File: src/rtl/sim_pkg.sv
// Shared types for the simulation halt monitor: FSM state encoding and stop-counter width.
package sim_pkg;

   typedef enum logic [1:0] {
      RUN     = 2'd0,
      STOPPED = 2'd1,
      TIMEOUT = 2'd2
   } sim_state_e;

   localparam int STOP_COUNT_W = 8;

endpackage

File: src/rtl/sim_sat_counter.sv
// Purpose: up-counter that saturates at a run-time limit, with synchronous clear.
// Latency: count reflects clear/inc on the next clk edge.
// Backpressure: none; inc is simply ignored once the limit is reached.
module sim_sat_counter #(
   parameter int WIDTH = 8
) (
   input  logic             clk,
   input  logic             reset,
   input  logic             clear,
   input  logic             inc,
   input  logic [WIDTH-1:0] limit,
   output logic [WIDTH-1:0] count
);

   always_ff @(posedge clk) begin
      if (reset || clear) begin
         count <= '0;
      end else if (inc && (count < limit)) begin
         count <= count + 1'b1;
      end
   end

endmodule

File: src/rtl/sim_halt_monitor.sv
// Purpose: flags end-of-run when the PU idles IDLE_CYCLES with all channels quiet; optional watchdog via SIM_HALT_MONITOR_WATCHDOG_EN.
// Latency: machine_is_stop / watchdog_timeout rise one clk edge after their condition is seen.
// Backpressure: none; pure observer of pu_state and chan_active.
module sim_halt_monitor
   import sim_pkg::*;
#(
   parameter int STATE_W        = 3,
   parameter int IDLE_STATE     = 0,
   parameter int CHANNELS       = 2,
   parameter int IDLE_W         = 8,
   parameter int IDLE_CYCLES    = 255,
   parameter int CYCLE_W        = 32,
   parameter int STICKY         = 0,
   parameter int TIMEOUT_CYCLES = 1000000
) (
   input  logic                    clk,
   input  logic                    reset,
   input  logic [STATE_W-1:0]      pu_state,
   input  logic [CHANNELS-1:0]     chan_active,
   input  logic                    clear_stop,
   output logic                    machine_is_stop,
   output logic                    watchdog_timeout,
   output logic [CYCLE_W-1:0]      stop_cycle,
   output logic [STOP_COUNT_W-1:0] stop_count,
   output logic [IDLE_W-1:0]       idle_count
);

   localparam logic [STATE_W-1:0]      IDLE_CODE  = STATE_W'(IDLE_STATE);
   localparam logic [IDLE_W-1:0]       IDLE_LIMIT = IDLE_W'(IDLE_CYCLES);
   localparam logic [CYCLE_W-1:0]      CYCLE_MAX  = '1;
   localparam logic [STOP_COUNT_W-1:0] STOP_MAX   = '1;

   sim_state_e         state_q;
   sim_state_e         state_d;
   logic [CYCLE_W-1:0] cycle_cnt;
   logic               pu_idle;
   logic               stop_cond;
   logic               enter_stop;
   logic               timeout_hit;

   assign pu_idle   = (pu_state == IDLE_CODE);
   assign stop_cond = (idle_count == IDLE_LIMIT) && (chan_active == '0);

   // Idle count keeps running in every FSM state; only a non-idle PU clears it.
   sim_sat_counter #(.WIDTH(IDLE_W)) u_idle_cnt (
      .clk   (clk),
      .reset (reset),
      .clear (!pu_idle),
      .inc   (1'b1),
      .limit (IDLE_LIMIT),
      .count (idle_count)
   );

   sim_sat_counter #(.WIDTH(CYCLE_W)) u_cycle_cnt (
      .clk   (clk),
      .reset (reset),
      .clear (1'b0),
      .inc   (1'b1),
      .limit (CYCLE_MAX),
      .count (cycle_cnt)
   );

   sim_sat_counter #(.WIDTH(STOP_COUNT_W)) u_stop_cnt (
      .clk   (clk),
      .reset (reset),
      .clear (1'b0),
      .inc   (enter_stop),
      .limit (STOP_MAX),
      .count (stop_count)
   );

`ifdef SIM_HALT_MONITOR_WATCHDOG_EN
   localparam logic [CYCLE_W-1:0] TIMEOUT_LAST =
      (TIMEOUT_CYCLES == 0) ? '0 : CYCLE_W'(TIMEOUT_CYCLES - 1);

   assign timeout_hit = (TIMEOUT_CYCLES != 0) && (cycle_cnt == TIMEOUT_LAST);
`else
   logic unused_timeout_cfg;

   assign timeout_hit        = 1'b0;
   assign unused_timeout_cfg = (TIMEOUT_CYCLES != 0);
`endif

   always_comb begin
      state_d    = state_q;
      enter_stop = 1'b0;
      case (state_q)
         RUN: begin
            // A stop seen on the watchdog's last cycle takes priority.
            if (stop_cond) begin
               state_d    = STOPPED;
               enter_stop = 1'b1;
            end else if (timeout_hit) begin
               state_d = TIMEOUT;
            end
         end
         STOPPED: begin
            if (STICKY != 0) begin
               if (clear_stop) begin
                  state_d = RUN;
               end
            end else if (!pu_idle || (chan_active != '0)) begin
               state_d = RUN;
            end
         end
`ifdef SIM_HALT_MONITOR_WATCHDOG_EN
         TIMEOUT: state_d = TIMEOUT;
`endif
         default: state_d = RUN;
      endcase
   end

   always_ff @(posedge clk) begin
      if (reset) begin
         state_q         <= RUN;
         machine_is_stop <= 1'b0;
         stop_cycle      <= '0;
      end else begin
         state_q         <= state_d;
         machine_is_stop <= (state_d == STOPPED);
         if (enter_stop) begin
            stop_cycle <= cycle_cnt;
         end
      end
   end

`ifdef SIM_HALT_MONITOR_WATCHDOG_EN
   always_ff @(posedge clk) begin
      if (reset) begin
         watchdog_timeout <= 1'b0;
      end else begin
         watchdog_timeout <= (state_d == TIMEOUT);
      end
   end
`else
   assign watchdog_timeout = 1'b0;
`endif

endmodule

File: config.mk
export PLATFORM = sky130hd
export DESIGN_NAME = sim_halt_monitor
export DESIGN_NICKNAME = d
export VERILOG_FILES = /design/src/rtl/sim_pkg.sv /design/src/rtl/sim_sat_counter.sv /design/src/rtl/sim_halt_monitor.sv
export SDC_FILE = /design/constraint.sdc
export NUM_CORES = 1
export LEC_CHECK = 0
export ABC_AREA = 1
export BUFFER_PORTS_ARGS = -buffer_cell sky130_fd_sc_hd__buf_2
export CAP_MARGIN = 20
export CORE_MARGIN = 8
export CORE_UTILIZATION = 35
export DETAILED_ROUTE_END_ITERATION = 8
export GPL_TIMING_DRIVEN = 0
export HOLD_SLACK_MARGIN = 0.15
export SLEW_MARGIN = 10
export SYNTH_ARGS = -nofsm -noshare
export SYNTH_HDL_FRONTEND = slang
export SYNTH_SLANG_ARGS = --single-unit
File: constraint.sdc
create_clock -name clk -period 1.5 [get_ports clk]
set_input_delay 0.45 -clock clk [delete_from_list [all_inputs] [get_ports clk]]
set_output_delay 0.45 -clock clk [all_outputs]
set_load 0.01 [all_outputs]
# After elaboration in Yosys (flattened, before gate mapping)
# Index checks and enable logic that the tools add are counted.
# word_totals
regBits,83
word_cells,29
# op_classes
n_eq_ne,3
n_reduce_logical,9
add_sub_neg,3
n_mux,5
n_lt_le_gt_ge,3
# op_table
operator,n
$add 32x1->32 const B,1
$lt 32x32->1 const B,1
$add 8x1->8 const B,2
$lt 8x8->1 const B,2
$eq 8x8->1 const B,1
$eq 2x1->1 const B,2
$logic_not 2->1,2
$mux 2,2
$pmux 2 s2,1
$logic_not 3->1,1
$logic_and 1x1->1,2
$logic_or 1x1->1,2
$mux 1,2
$reduce_bool 2->1,1
$logic_not 1->1,1

# Longest topological paths before layout
# Gate-level depths: netlist of run 1.
# depth
word_depth,6
mapped_depth,10

# Cells and area by module
# From an unflattened synthesis of run 1, not the netlist that was laid out.
# hier_totals
cells_unflattened,931
area_unflattened_um2,5945.7
# by_module_without_submodules
module,cells_each,instances,area_per_inst_um2
sim_sat_counter (u_cycle_cnt),485,1,3085.5
sim_halt_monitor,230,1,1481.4
sim_sat_counter (u_idle_cnt ...),108,2,689.4

# Least setup slack after synthesis of run 1
# OpenSTA, ideal clock, no wires.
# synth_path
path_type,register to register
startpoint,register u_cycle_cnt.count[0]
endpoint,register u_cycle_cnt.count[0]
t_required_ps,1375
setup_ps,125
setup_slack_ps,-116
t_arrival_ps,1492
period_less_slack_ps,1616
stages_incl_launch_ff,10
path_cell_list,dfxtp_1 ha_1 inv_2 nor2_4 nand2_4 nor2_4 nand2_4 buf_6 nand2_1 a21oi_2
# synth_via
elab_chain_len,1
elab_cells_between_ends,2
# synth_lines
element,line_no,text
from (decl),sim_sat_counter.sv:12,output logic [WIDTH-1:0] count
from (signal assigned),sim_sat_counter.sv:19,count <= count + 1'b1;
$add 32x1->32 / $lt 32x32->1 (equally long branches),"sim_sat_counter.sv:19, sim_sat_counter.sv:18",
# Parallel ways exist; a longest one is shown, timed or not.
# A chain may end at the register's enable or synchronous reset.

==> results of run 1 <==
==> sequential cells by signal, indices dropped and copies added (netlist names) <==
signal / flops
u_stop_cnt.count: 8
u_idle_cnt.count: 8
state_q: 2
stop_cycle: 32
machine_is_stop: 1
u_cycle_cnt.count: 32
==> repair_timing <==
| action | 4_1_cts | 5_1_grt |
|---|---|---|
| pin swaps | 7 | 12 |
| cloned | 3 | 2 |
| setup endpoints to repair | 74 | 74 |
| resized for setup | 30 | 101 |
| setup buffers | 12 | 10 |
==> through the flow <==
stage / total power, mW / setup TNS, ns
finish: 4.13 / -0.284
global route: 4.28 / -3.56
CTS: 4.16 / -0.000235
detailed placement: 2.37 / -12.17
global placement: 2.37 / -10.11
floorplan: 2.34 / 0
==> worst paths after layout <==
check,from,to,cells after the start
max,reset,u_stop_cnt.count[1]$_SDFFE_PP0P_,5
min,chan_active[0],machine_is_stop$_SDFF_PP0_,4
max reg2reg,u_idle_cnt.count[1]$_SDFFE_PP0N_,u_stop_cnt.count[0]$_SDFFE_PP0P_,10
min reg2reg,u_cycle_cnt.count[30]$_SDFFE_PP0N_,stop_cycle[30]$_SDFFE_PP0P_,2
==> synthesized netlist by cell type, types with 2 or more instances <==
| library cell | number | share of area |
|---|---|---|
| xor2_1 | 4 | 0.0089 |
| nand3_1 | 36 | 0.046 |
| nand2_2 | 2 | 0.0032 |
| nor2_2 | 3 | 0.0048 |
| buf_4 | 2 | 0.0038 |
| inv_1 | 64 | 0.061 |
| nand4_1 | 3 | 0.0048 |
| clkbuf_1 | 6 | 0.0057 |
| nand3_2 | 6 | 0.015 |
| ha_1 | 3 | 0.0095 |
| dfxtp_1 | 83 | 0.42 |
| inv_2 | 2 | 0.0019 |
| buf_2 | 5 | 0.0064 |
| a21oi_1 | 35 | 0.045 |
| buf_6 | 5 | 0.014 |
| o21ai_0 | 44 | 0.056 |
| nor2_1 | 101 | 0.096 |
| a21oi_2 | 2 | 0.0045 |
| nor2_4 | 2 | 0.0057 |
| nand2_1 | 138 | 0.13 |
| a31oi_1 | 2 | 0.0032 |
| nand2_4 | 2 | 0.0057 |
| o21ai_1 | 2 | 0.0025 |
| xnor2_1 | 8 | 0.018 |
| nor3_1 | 5 | 0.0064 |
==> cell type report <==
| class | count | area, um^2 | area share |
|---|---|---|---|
| plain buffers | 18 | 165 | 0.0314 |
| well taps | 140 | 175 | 0.0333 |
| clock inverters | 5 | 77.6 | 0.0148 |
| clock buffers | 10 | 138 | 0.0262 |
| inverters | 67 | 263 | 0.0500 |
| repair buffers | 79 | 520 | 0.0991 |
| multi-input cells | 408 | 2210 | 0.421 |
| flip-flops and latches | 83 | 1700 | 0.324 |
==> metal layers <==
layer	GRT usage	vias up	wire [um]
met1	0.188	1882	5130
met3	0.0361	15	607
li1	-	1996	-
met2	0.284	78	6090
met4	0.0709	0	207
met5	0	-	0
==> cells by family after synthesis <==
kind of cell	Yosys count	share of synthesized area
AO/OA/AOI/OAI	87	0.115
AND/OR/NAND/NOR	302	0.331
other	1	0.000953
XOR/XNOR	12	0.0267
adder cells (fa/ha/maj)	3	0.00954
flip-flops	83	0.422
buffers and inverters	85	0.0945
==> power groups by stage <==
| stage | registers, mW | clock network [mW] | logic, mW |
|---|---|---|---|
| floorplan | 2.27 | 0 | 0.0654 |
| global placement | 2.28 | 0 | 0.0938 |
| detailed placement | 2.28 | 0 | 0.0970 |
| CTS | 2.22 | 1.83 | 0.111 |
| global route | 2.22 | 1.92 | 0.137 |
| finish | 2.22 | 1.79 | 0.126 |
==> critical path: cells and delay by family <==
kind            cells  cell delay [ns]
buf+inv             3             0.95
simple gates        1             0.19
compound gates      1             0.26
==> flow_summary.toml, run 1 <==
[routing]
route.antenna.remaining_nets = 0
wirelength_um = 12000
drc_errors = 0
drtPass1Iterations = 4
via_count = 3971
first_iter_violations = 261
viasPerCell = 4.90
wl_per_cell_um = 14.9

[placement]
gp_congestion = 0.875
dp_worst_setup_slack_ns = -0.238
placedCellCount = 768
portBuffers = 54
hpwlAfterDp_um = 8660
place_area_um2 = 4420

[timing]
slew_violations = 0
timing.fmax_mhz = 637
worst_slew_pin_slew_ns = 0.707
hold_viol = 0
hold-worst-slack_ns = 0.408
setup_viol = 16
fin_crit_sh = 1.05
fin_ws_ns = -0.0692
slew_headroom = 0.529
rsz0062_at_grt = "yes"
skew_ns = 0.0103
min_period_ns = 1.57

[global_routing]
grt_pass1_vias = 3779
grt_overflow = 0
antenna_found_initial = 0
grt_pass1_wl_um = 19100
grt_start_max_net_pins = 14
grt_usage = 0.163

[clock_tree]
insertion_delay_ns = 0.36
path_clk_slew_ns = 0.09
cts_made_buffers = 9
cts_tree = "built"
postCtsHoldBufs = 0
ctsLongestPathBuffers = 2
h-tree-depth = 3
cts.sinks = 83
cts_root_buffer = "clkbuf_8"

[worst_setup_path]
end_kind = "flop"
crit_slowest_cell = "clkbuf_1"
cpMostUsedCell = "clkbuf_1"
arrival_ns = 1.85
crit_type = "in2reg"
slowest_delay_ns = 0.57
cp.required_ns = 1.78
r2r_slack_ns = -0.07
cp_max_fo = 10
cp_cell_sequence = "clkbuf_1 -> inv_1 -> clkbuf_1 -> o21ai_0 -> nor2_1"
crit_path_start_kind = "primary input"

[yosys]
syn-mean-instance-area_um2 = 6.87
syn_inst = 573
synth-main-ff-cell = "dfxtp_1"
yosys_warnings = 0
ys_seq_area_frac = 0.422
yosys.cell_types.count = 33
async_reset_ff_frac = 0
synth_edf_count = 0
netlist_area_um2 = 3930
synth_seq_cells = 83

[outcome]
status = "complete, but fails checks"
violations = "negative setup slack"

[die]
core_um2 = 10900
rows = 38
start_util = 0.361
die_h_um = 122
fp.dieW_um = 122
dieArea_um2 = 14900
io_pins = 58

[finish]
final_cell_mix = "130 x nand2_1, 75 x nor2_1, 64 x inv_1, 62 x dfxtp_1, 54 x buf_2"
drive_above_1_share = 0.315
finish.utilization = 0.482
fin_area_um2 = 5250
diodes = 0
fill_cells = 1061
area_delta_synth_final_pct = 33.5
mostFrequentLayoutCell = "nand2_1"
nNetsFinal = 677
stdcell_count = 810

[power]
power_density_nw_per_um2 = 786
sw_frac_of_total = 0.220
p_seq_frac = 0.537
vdd_drop_max_mv = 0.424
switchingPower_mw = 0.908
power_frac_comb = 0.031
internal_power_mw = 3.22
p_leak_nw = 2.42
clkPwrFrac = 0.432

[job]
drv_cap = 0

[min_path]
hold_class = "in2reg"
Note: power is estimated with default switching activity, not from simulation.
==> inputs of run 2 (changes only) <==
Settings changed: ABC_AREA 1 to 0.
==> flow_summary.toml, run 2 <==
[yosys]
syn-mean-instance-area_um2 = 8.20
ys_top_cells_by_area = "dfxtp_1 47%, nand2_1 8.5%, a21oi_1 7.6%, nor2_1 3.2%, clkbuf_1 2.4%"
yosys_warnings = 0
synth.largest_area_cell = "dfxtp_1"
synth-main-ff-cell = "dfxtp_1"
yosys.cell_types.count = 42
async_reset_ff_frac = 0
yosysMostFrequentCell = "dfxtp_1"
ys_seq_area_frac = 0.467
syn_inst = 434
synth_common_cells = "83 x dfxtp_1, 81 x nand2_1, 54 x a21oi_1"
synth_edf_count = 0
netlist_area_um2 = 3560
synth_top_area_share = 0.467
synth_seq_cells = 83

[routing]
wirelength_um = 11100
wl_met1_um = 4460
top_layer_used = "met4"
wl_per_cell_um = 15.8
wl_met2_um = 5820
drtPass1Iterations = 4
drc_errors = 0
first_iter_violations = 204
viasPerCell = 5.18
wl_met3_um = 612
via_count = 3637
route.antenna.remaining_nets = 0

[global_routing]
grt_pass1_wl_um = 16500
grt_overflow = 0
grt_usage = 0.152
grt_pass1_vias = 3396
grt_start_max_net_pins = 14
antenna_found_initial = 0

[die]
core_um2 = 10100
io_pins = 58
die_h_um = 117
rows = 37
fp.dieW_um = 117
dieArea_um2 = 13700
start_util = 0.353

[clock_tree]
cts_root_buffer = "clkbuf_8"
ctsLongestPathBuffers = 2
cts_tree = "built"
insertion_delay_ns = 0.35
cts_made_buffers = 9
path_clk_slew_ns = 0.08
h-tree-depth = 3
postCtsHoldBufs = 0
cts.sinks = 83

[worst_setup_path]
crit_path_start_kind = "flop"
worstReg2RegStart = "u_cycle_cnt.count[3]$_SDFFE_PP0N_"
arrival_ns = 2.28
cp_max_fo = 7
r2r_slack_ns = -0.50
cp-endpoint = "u_cycle_cnt.count[27]$_SDFFE_PP0N_"
rr_endpoint = "u_cycle_cnt.count[27]$_SDFFE_PP0N_"
reg2regPathDepth = 6
end_kind = "flop"
crit_start = "u_cycle_cnt.count[3]$_SDFFE_PP0N_"
crit_type = "reg2reg"
cp.required_ns = 1.79

[timing]
setup_viol = 55
slew_headroom = 0.549
fin_ws_ns = -0.499
skew_ns = 0.00992
hold-worst-slack_ns = 0.454
rsz0062_at_grt = "yes"
min_period_ns = 2.00
hold_viol = 0
fin_crit_sh = 1.33
slew_violations = 0
worst_slew_pin_slew_ns = 0.677
timing.fmax_mhz = 500

[power]
clkPwrFrac = 0.442
switchingPower_mw = 0.902
sw_frac_of_total = 0.215
p_leak_nw = 2.31
vdd_drop_max_mv = 0.402
power_density_nw_per_um2 = 732
internal_power_mw = 3.30
power_frac_comb = 0.032
p_total_mw = 4.20
p_seq_frac = 0.526

[finish]
area_delta_synth_final_pct = 61.0
nNetsFinal = 572
fill_cells = 925
seq_area_um2 = 1730
stdcell_count = 702
final_cell_mix = "56 x buf_2, 56 x dfxtp_1, 45 x buf_4, 39 x nand2_1, 28 x nor2_1"
multi_input_area_um2 = 2400
diodes = 0
finish.utilization = 0.568
reg_top3 = "stop_cycle (32), u_cycle_cnt.count (32)"
drive_above_1_share = 0.530

[placement]
portBuffers = 55
hpwlAfterDp_um = 6500
dp_worst_setup_slack_ns = -0.788
placedCellCount = 626
gp_congestion = 0.787

[min_path]
hold_class = "reg2reg"
hold_depth = 2

[outcome]
status = "complete, but fails checks"
violations = "negative setup slack"

[job]
drv_cap = 0
[run 2: cell types whose count changed in the layout (fill, tap and decap cells not counted), moves of 23 or more]
cell	delta
nor2_1	-47
a21oi_2	+23
o21ai_0	-24
buf_4	+25
nand2_1	-91
inv_1	-59
[run 2: timing repair]
action                     in CTS  in global routing
pin swaps                      29                 56
setup endpoints to repair      72                 71
gates resized for setup        77                128
setup buffers                  32                 24
gates cloned                    4                  5
[run 2: cells by family after synthesis]
logic type,after synthesis,synth area share
buffers and inverters,34,0.0390
muxes,7,0.0211
and+or+nand+nor,205,0.284
other,1,0.00105
AOI/OAI and AO/OA,86,0.141
adders and majority gates,3,0.0105
xor gates and xnor gates,15,0.0369
DFF,83,0.467
[run 2: power by group through the flow]
stage               clock network, mW  registers (mW)  logic, mW
floorplan                           0            2.27     0.0564
global placement                    0            2.27     0.0892
detailed placement                  0            2.27     0.0905
CTS                              1.90            2.21      0.115
global route                     2.00            2.21      0.148
finish                           1.86            2.21      0.135
[run 2: worst max-delay path, stage by stage (launching register included)]
cell,delay [ns]
dfxtp_2,0.36
nand3_4,0.09
or4_4,0.53
a311o_4,0.35
buf_6,0.14
or3_1,0.34
a21oi_2,0.13
[run 2: cell type report]
class | count | area share
Buffer | 24 | 0.0408
Clock buffer | 14 | 0.0356
Clock inverter | 2 | 0.00655
Inverter | 5 | 0.00327
Multi-Input combinational cell | 318 | 0.420
Sequential cell | 83 | 0.301
Tap cell | 136 | 0.0297
Timing Repair Buffer | 120 | 0.163
[run 2: worst min-delay path by stage]
stage | start | end | slack (ns)
finish | stop_cycle[27]$_SDFFE_PP0P_ | stop_cycle[27]$_SDFFE_PP0P_ | 0.45
global route | stop_cycle[6]$_SDFFE_PP0P_ | stop_cycle[6]$_SDFFE_PP0P_ | 0.47
detailed placement | stop_cycle[22]$_SDFFE_PP0P_ | stop_cycle[22]$_SDFFE_PP0P_ | 0.44
floorplan | state_q[1]$_SDFF_PP0_ | machine_is_stop$_SDFF_PP0_ | 0.43
global placement | state_q[1]$_SDFF_PP0_ | machine_is_stop$_SDFF_PP0_ | 0.44
CTS | stop_cycle[22]$_SDFFE_PP0P_ | stop_cycle[22]$_SDFFE_PP0P_ | 0.46
[run 2: through the flow]
stage / instance area [um^2] / setup TNS (ns)
final: 5730 / -12.02
after CTS: 4980 / -10.26
after global placement: 4220 / -28.66
after detailed placement: 4220 / -29.81
after floorplan: 3780 / -9.84
after global routing: 5730 / -16.79
[run 2: metal layers]
metal  GRT usage  vias to the layer above
met2       0.268                       87
met3      0.0477                       18
met1       0.174                     1755
li1            -                     1777
met5           0                        -
met4      0.0384                        0
==> inputs of run 3 (changes only) <==
Settings changed: CAP_MARGIN 20 to default, CORE_UTILIZATION 35 to 50, PLACE_DENSITY from default to 0.75.
==> flow_summary.toml, run 3 (synthesis results as in run 2) <==
[clock_tree]
path_clk_slew_ns = 0.08
cts.sinks = 83
cts_root_buffer = "clkbuf_8"
postCtsHoldBufs = 0
cts_tree = "built"
ctsLongestPathBuffers = 2
insertion_delay_ns = 0.36
h-tree-depth = 3
cts_made_buffers = 9

[worst_setup_path]
cp_max_fo = 9
cp.required_ns = 1.77
crit_type = "reg2reg"
reg2regPathDepth = 6
arrival_ns = 2.34
crit_start = "u_cycle_cnt.count[8]$_SDFFE_PP0N_"
end_kind = "flop"
cp-endpoint = "u_cycle_cnt.count[29]$_SDFFE_PP0N_"
crit_path_start_kind = "flop"
rr_endpoint = "u_cycle_cnt.count[29]$_SDFFE_PP0N_"
r2r_slack_ns = -0.57
worstReg2RegStart = "u_cycle_cnt.count[8]$_SDFFE_PP0N_"

[placement]
dp_worst_setup_slack_ns = -0.738
place_area_um2 = 4170
portBuffers = 55
hpwlAfterDp_um = 6070
gp_congestion = 0.828

[timing]
hold-worst-slack_ns = 0.468
min_period_ns = 2.07
timing.fmax_mhz = 483
setup_viol = 64
slew_headroom = 0.567
worst_slew_pin_slew_ns = 0.649
hold_viol = 0
fin_crit_sh = 1.38
slew_violations = 0
rsz0062_at_grt = "yes"
skew_ns = 0.00827
fin_ws_ns = -0.572

[global_routing]
grt_overflow = 0
antenna_found_initial = 0
grt_pass1_vias = 3610
grt_pass1_wl_um = 16800
grt_usage = 0.205
grt_start_max_net_pins = 14

[finish]
final_cell_mix = "55 x buf_2, 55 x dfxtp_1, 42 x buf_4, 40 x nand2_1, 31 x a21oi_2"
multi_input_area_um2 = 2460
fin_area_um2 = 5650
diodes = 0
seq_area_um2 = 1720
area_delta_synth_final_pct = 58.7
nNetsFinal = 567
reg_top3 = "stop_cycle (32), u_cycle_cnt.count (32)"
drive_above_1_share = 0.535
fill_cells = 399

[outcome]
violations = "negative setup slack"
status = "complete, but fails checks"

[die]
rows = 30
fp.dieW_um = 100
die_h_um = 100
start_util = 0.521
io_pins = 58
core_um2 = 6830
dieArea_um2 = 10100

[routing]
wirelength_um = 12300
via_count = 3833
wl_met1_um = 4810
top_layer_used = "met4"
viasPerCell = 5.83
route.antenna.remaining_nets = 0
wl_per_cell_um = 18.7
wl_met3_um = 583
wl_met2_um = 6430
drtPass1Iterations = 7
first_iter_violations = 226
drc_errors = 0

[power]
vdd_drop_max_mv = 0.552
p_total_mw = 4.12
power_density_nw_per_um2 = 729
p_leak_nw = 2.12

[job]
drv_cap = 0

[min_path]
hold_class = "reg2reg"
hold_depth = 2
run 3: cell count changes in the layout (fill, tap and decap cells not counted), sizes merged:
cell      delta
buf          -7
bufinv       +1
clkbuf       +2
clkinvlp     -1
run 3: cell type report:
type | count | area share
buffer | 25 | 0.0509
clock buffer | 14 | 0.0270
clock inverter | 2 | 0.0106
inverter | 5 | 0.00332
multi-input combinational | 318 | 0.436
sequential | 83 | 0.305
tap | 96 | 0.0213
timing repair buffer | 114 | 0.146
run 3: metal layers:
| layer | global-route usage | vias up |
|---|---|---|
| li1 | - | 1773 |
| met1 | 0.223 | 1853 |
| met2 | 0.366 | 162 |
| met3 | 0.0422 | 45 |
| met4 | 0.108 | 0 |
| met5 | 0 | - |
run 3: how the worst min path moves through the flow:
stage | startpoint | to | slack, ns
after floorplan | state_q[1]$_SDFF_PP0_ | machine_is_stop$_SDFF_PP0_ | 0.43
after global placement | stop_cycle[25]$_SDFFE_PP0P_ | stop_cycle[25]$_SDFFE_PP0P_ | 0.44
after detailed placement | stop_cycle[27]$_SDFFE_PP0P_ | stop_cycle[27]$_SDFFE_PP0P_ | 0.44
after CTS | stop_cycle[31]$_SDFFE_PP0P_ | stop_cycle[31]$_SDFFE_PP0P_ | 0.46
after global routing | stop_cycle[12]$_SDFFE_PP0P_ | stop_cycle[12]$_SDFFE_PP0P_ | 0.49
final | stop_cycle[15]$_SDFFE_PP0P_ | stop_cycle[15]$_SDFFE_PP0P_ | 0.47
run 3: worst max-delay path, stage by stage, from the launching register on:
cell and delay, ns:
dfxtp_4 0.37, inv_1 0.07, or4_4 0.56, a311o_4 0.34, buf_6 0.14, or3_1 0.31, a21oi_1 0.18
run 3: power breakdown:
part | switching [mW] | internal, mW | leakage, nW | total [mW]
logic | 0.0911 | 0.0470 | 1.32 | 0.138
registers | 0.00754 | 2.20 | 0.686 | 2.20
clock network | 0.792 | 0.988 | 0.105 | 1.78
run 3: what timing repair did:
action / CTS / global route
setup endpoints to repair: 72 / 72
setup buffers: 32 / 20
hold endpoints to repair: 0 / 0
pin swaps: 82 / 43
gates resized for setup: 124 / 104
cloned: 6 / 3
run 3: through the flow:
step | setup TNS, ns | instances | utilization
after floorplan | -9.84 | 435 | -
after global placement | -27.46 | 586 | 0.611
after detailed placement | -28.05 | 586 | 0.611
after CTS | -12.80 | 637 | 0.749
after global routing | -18.89 | 657 | 0.827
final | -14.91 | 657 | 0.827
